===== src/rtl/rf_write_arbiter.sv =====
// Round-robin arbiter sharing one register-file write port between the ALU
// result path (source 0) and the multi-cycle/load result path (source 1).
module rf_write_arbiter #(
   parameter int N = 8,
   parameter int A = 3,
   parameter int W = 8
) (
   input  logic         clk,
   input  logic         n_reset,
   input  logic         freeze,
   input  logic         req0_valid,
   input  logic [A-1:0] req0_addr,
   input  logic [N-1:0] req0_data,
   output logic         req0_ready,
   input  logic         req1_valid,
   input  logic [A-1:0] req1_addr,
   input  logic [N-1:0] req1_data,
   output logic         req1_ready,
   output logic         wr_en,
   output logic [A-1:0] wr_addr,
   output logic [N-1:0] wr_data,
   output logic         last_grant,
   output logic [W-1:0] wr_count
);

   logic         r_ptr;
   logic         r_wr_en;
   logic [A-1:0] r_wr_addr;
   logic [N-1:0] r_wr_data;
   logic         r_last_grant;
   logic [W-1:0] r_wr_count;

   logic         w_gnt0;
   logic         w_gnt1;
   logic         w_any;
   logic [A-1:0] w_addr;
   logic [N-1:0] w_data;

   // Register 0 is hardwired zero, so writes to it are accepted but dropped.
   function automatic logic f_addr_writable(input logic [A-1:0] addr);
      return (addr != {A{1'b0}});
   endfunction

   // Grant decode: pointer only matters when both sources are valid.
   always_comb begin
      w_gnt0 = 1'b0;
      w_gnt1 = 1'b0;
      if (n_reset && !freeze) begin
         w_gnt0 = req0_valid && (!req1_valid || !r_ptr);
         w_gnt1 = req1_valid && (!req0_valid ||  r_ptr);
      end else begin
         w_gnt0 = 1'b0;
         w_gnt1 = 1'b0;
      end
      w_any = w_gnt0 | w_gnt1;
      if (w_gnt1) begin
         w_addr = req1_addr;
         w_data = req1_data;
      end else begin
         w_addr = req0_addr;
         w_data = req0_data;
      end
   end

   // Registered write port, pointer rotation and committed-write counter.
   always_ff @(posedge clk or negedge n_reset) begin
      if (!n_reset) begin
         r_ptr        <= 1'b0;
         r_wr_en      <= 1'b0;
         r_wr_addr    <= {A{1'b0}};
         r_wr_data    <= {N{1'b0}};
         r_last_grant <= 1'b0;
         r_wr_count   <= {W{1'b0}};
      end else if (w_any) begin
         r_ptr        <= w_gnt0;
         r_last_grant <= w_gnt1;
         r_wr_en      <= f_addr_writable(w_addr);
         r_wr_addr    <= w_addr;
         r_wr_data    <= w_data;
         if (f_addr_writable(w_addr)) begin
            r_wr_count <= r_wr_count + {{(W-1){1'b0}}, 1'b1};
         end else begin
            r_wr_count <= r_wr_count;
         end
      end else begin
         r_wr_en      <= 1'b0;
      end
   end

   assign req0_ready = w_gnt0;
   assign req1_ready = w_gnt1;
   assign wr_en      = r_wr_en;
   assign wr_addr    = r_wr_addr;
   assign wr_data    = r_wr_data;
   assign last_grant = r_last_grant;
   assign wr_count   = r_wr_count;

endmodule


===== config.mk =====
export PLATFORM = sky130hd
export DESIGN_NAME = rf_write_arbiter
export DESIGN_NICKNAME = d
export VERILOG_FILES = /design/src/rtl/rf_write_arbiter.sv
export SDC_FILE = /design/constraint.sdc
export NUM_CORES = 1
export LEC_CHECK = 0
export CORE_UTILIZATION = 41
export CTS_CLUSTER_DIAMETER = 80
export DETAILED_ROUTE_END_ITERATION = 7
export GPL_TIMING_DRIVEN = 1
export PLACE_DENSITY_LB_ADDON = 0.25
export RECOVER_POWER = 100
export SYNTH_ARGS = -nofsm -noshare
export SYNTH_HDL_FRONTEND = slang
export SYNTH_SLANG_ARGS = --single-unit

===== constraint.sdc =====
create_clock -name clk -period 3.65 [get_ports clk]
set_input_delay 0.73 -clock clk [delete_from_list [all_inputs] [get_ports clk]]
set_output_delay 0.73 -clock clk [all_outputs]
set_load 0.05 [all_outputs]

Yosys cells after proc, flatten, opt, wreduce, memory -nomap -nowiden --
Index checks and enable logic that the tools add are counted.
Word-level totals: bits in registers 22, word-level logic and storage cells 24
Operators by class: add/sub/neg operators 1, mux-type cells 5, bitwise logic cells 1, reductions and logical operators 11
Operators by type and width (count):
- 8-bit by 1-bit adder with 8-bit output (second input constant) | 1
- 8-bit two-way mux | 1
- 1-bit zero test | 4
- 1-bit logical AND | 3
- 1-bit two-way mux | 3
- 3-bit two-way mux | 1
- 3-bit nonzero test | 1
- 1-bit logical OR | 2
- 2-bit AND reduction | 1
- 1-bit OR | 1

Longest topological paths before layout --
depth in word-level cells 7, gate-level depth with buffers 7

Worst setup path before layout --
No wires, ideal clock.
path type input port to output port, from input n_reset, to output req0_ready, arrival 1.797 ns, setup slack 1.123 ns, cell stages on the path 4, cell sequence nor2b_4 buf_6 nand2_1 a21oi_1
On the way: longest elaborated chain between the ends 2
Ends and longest elaborated chain:
- start: declaration | RTL line 9 | input logic n_reset,
- 1-bit logical AND | RTL line 48 | if (n_reset && !freeze) begin
- 1-bit two-way mux | RTL line 48
- end: declaration | RTL line 14 | output logic req0_ready,
No other way between the ends.

Worst setup path in the final report --
Ends and elaborated chain as after synthesis.

==> reports/results.ini <==
[worst_setup_path]
r2r_start=r_ptr
path_class=primary input to output pin
cp.arrival_ns=2.19
reg2reg_to=wr_data[1]
rrSetupSlack_ns=1.69
crit_path_end_kind=output pin
crit_path_start_kind=primary input
critPathRequiredTime_ns=2.92
r2r_cells=5
crit_fanout=8

[layout]
layout.nets=179
multi_input_area_sq_um=469
fillers=199
postLayoutCellArea_sq_um=1640
syn_to_final_growth_pct=49.4
layout-drive-gt1-share_pct=6.00
diodes=0
seqCellArea_sq_um=551

[sta]
fmax_mhz=342
setup_violations=0
final_hold_viol_count=0
setup_ws_ns=0.727
finalCritPeriodShare_pct=80.1
tns_ns=0
slew_headroom_pct=23.4
rsz0062_at_grt=false
clock-skew-final_ns=0.0140
tightest_slew_ns=1.15
slew_violations=0
holdWs_ns=0.481
min_period_ns=2.92

[logic_synthesis]
ys_async_sr_fraction_pct=100
ys.flop_type=dfrtp_1
yosysSeqAreaShare_pct=50.1
syn-mean-instance-area_sq_um=11.0
synth_warnings=0
yosys_register_bits=22
syn_nets=128
synth_edf_count=0
synth_area_sq_um=1100
ys_types=28
syn_inst=100

[place]
io_buffers=49
pre_cts_slack_ns=0.993
globalplace.congestion=0.784
dp_hpwl_microns=1860
place_area_sq_um=1610

[clocking]
cts_tree=yes
cts-root-buf=clkbuf_4
htree_levels=1
clk_pin_slew_ns=0.12
numCtsBuffers=3
cts_setup_buffers=0
clock_latency_ns=0.32
post_cts_resized=0
ctsHoldBuffers=0
clock_path_buffers=2
cts_sinks=22

[outcome]
status=finished clean

[hold_path]
worstHoldStart=wr_count[7]
worstHoldPathCells=1
hold_class=register to register
whs_endpoint=wr_count[7]

[routing]
drc=0
first_pass_iters=4
drt_iter0_markers=9
ant_nets=0
routedWlPerCell_microns=13.7
via_per_inst=5.09
vias=916
wl_microns=2470

[die]
die_h_microns=53.8
io_pins=50
dieArea_sq_um=2890
start_util_pct=44.0
rows=18
die_w_microns=53.8
core_sq_um=2500

[power]
ir_drop_mv=0.418
cellPowerDensity_nw_per_um2=577
p_leak_uw=0.000672

[grt]
antenna_found_initial=0
track_usage_pct=18.4
overflow=0
grt_pass1_vias=845
grt_max_degree=27
grt_pass1_wl_microns=3730

[run]
maxCapViolCount=0

## where the power goes
group          internal, uW  switching, uW
logic                   145            268
registers               298           47.4
clock network           111           78.1
## cells by family after synthesis
family	after synthesis	share of synthesized area (%)
compound gates	16	7.96
flops	22	50.1
simple gates	34	18.1
fa+ha+maj	1	1.14
xor+xnor	7	5.57
mux	12	11.0
buf+inv	8	6.14
## layout by cell type, fill, tap and decap left out, drive strengths merged
master,n
and2,1
clkbuf,5
or3,1
nand4b,1
ha,1
nand2b,1
buf,3
dfrtp,22
nor3b,1
inv,2
a21oi,13
nor4b,1
nand4,4
xnor2,7
bufinv,1
clkdlybuf4s50,25
mux2,1
and3,4
mux2i,11
nand2,2
and2b,1
dlygate4sd3,22
o21bai,1
a31oi,1
a31o,1
nor2,12
nor2b,1
nand3,4
## flip-flops by register name, indices dropped and copies added (netlist names)
register and flops:
wr_addr 3, last_grant 1, r_ptr 1, wr_en 1, wr_count 8, wr_data 8
## worst max-delay path, stage by stage
cell,delay [ns]
dlygate4sd3_1,0.54
nor2b_1,0.38
nand2_1,0.09
a21oi_1,0.27
buf_12,0.18
## how the worst max path moves through the flow
stage | slack, ns | end | cells past startpoint | from
4_1_cts | 0.99 | req0_ready | 5 | n_reset
5_1_grt | 0.54 | req0_ready | 5 | n_reset
3_5_place_dp | 0.99 | req0_ready | 5 | n_reset
6_report | 0.73 | req0_ready | 5 | n_reset
3_3_place_gp | 1.01 | req0_ready | 5 | n_reset
2_1_floorplan | 1.12 | req0_ready | 4 | n_reset
## cells in the mapped netlist (2+ instances only)
cell type | count | area (sq um)
dfrtp_1 | 22 | 551
nand3_1 | 3 | 15.0
xnor2_1 | 7 | 61.3
nand2_1 | 2 | 7.51
and3_1 | 4 | 25.0
mux2i_1 | 11 | 110
a21oi_1 | 13 | 65.1
inv_1 | 2 | 7.51
buf_6 | 2 | 22.5
nand4_1 | 4 | 25.0
nor2_1 | 12 | 45.0
buf_2 | 2 | 10.0
## metal layers
layer / vias up / global-route usage, % / share of wire (%)
met4: 0 / 3.95 / 0.61
met2: 32 / 31.3 / 48
met1: 434 / 22.5 / 44
met3: 2 / 5.93 / 7.5
met5: - / 0 / 0
li1: 448 / - / -
## final cells by class
| cell class | instances | share of cell area (%) |
|---|---|---|
| clock inverter | 1 | 1.83 |
| multi-input combinational | 70 | 28.6 |
| clock buffer | 3 | 1.37 |
| tap | 30 | 2.28 |
| timing repair buffer | 52 | 32.0 |
| inverter | 2 | 0.457 |
| sequential | 22 | 33.5 |
## stage by stage
step	std cells	total power (uW)	util, %
3_5_place_dp	176	791	64.4
3_3_place_gp	176	782	64.4
6_report	180	948	65.7
5_1_grt	180	999	65.7
4_1_cts	180	982	66.5
2_1_floorplan	100	623	-
Power figures use the tool's default switching activity.
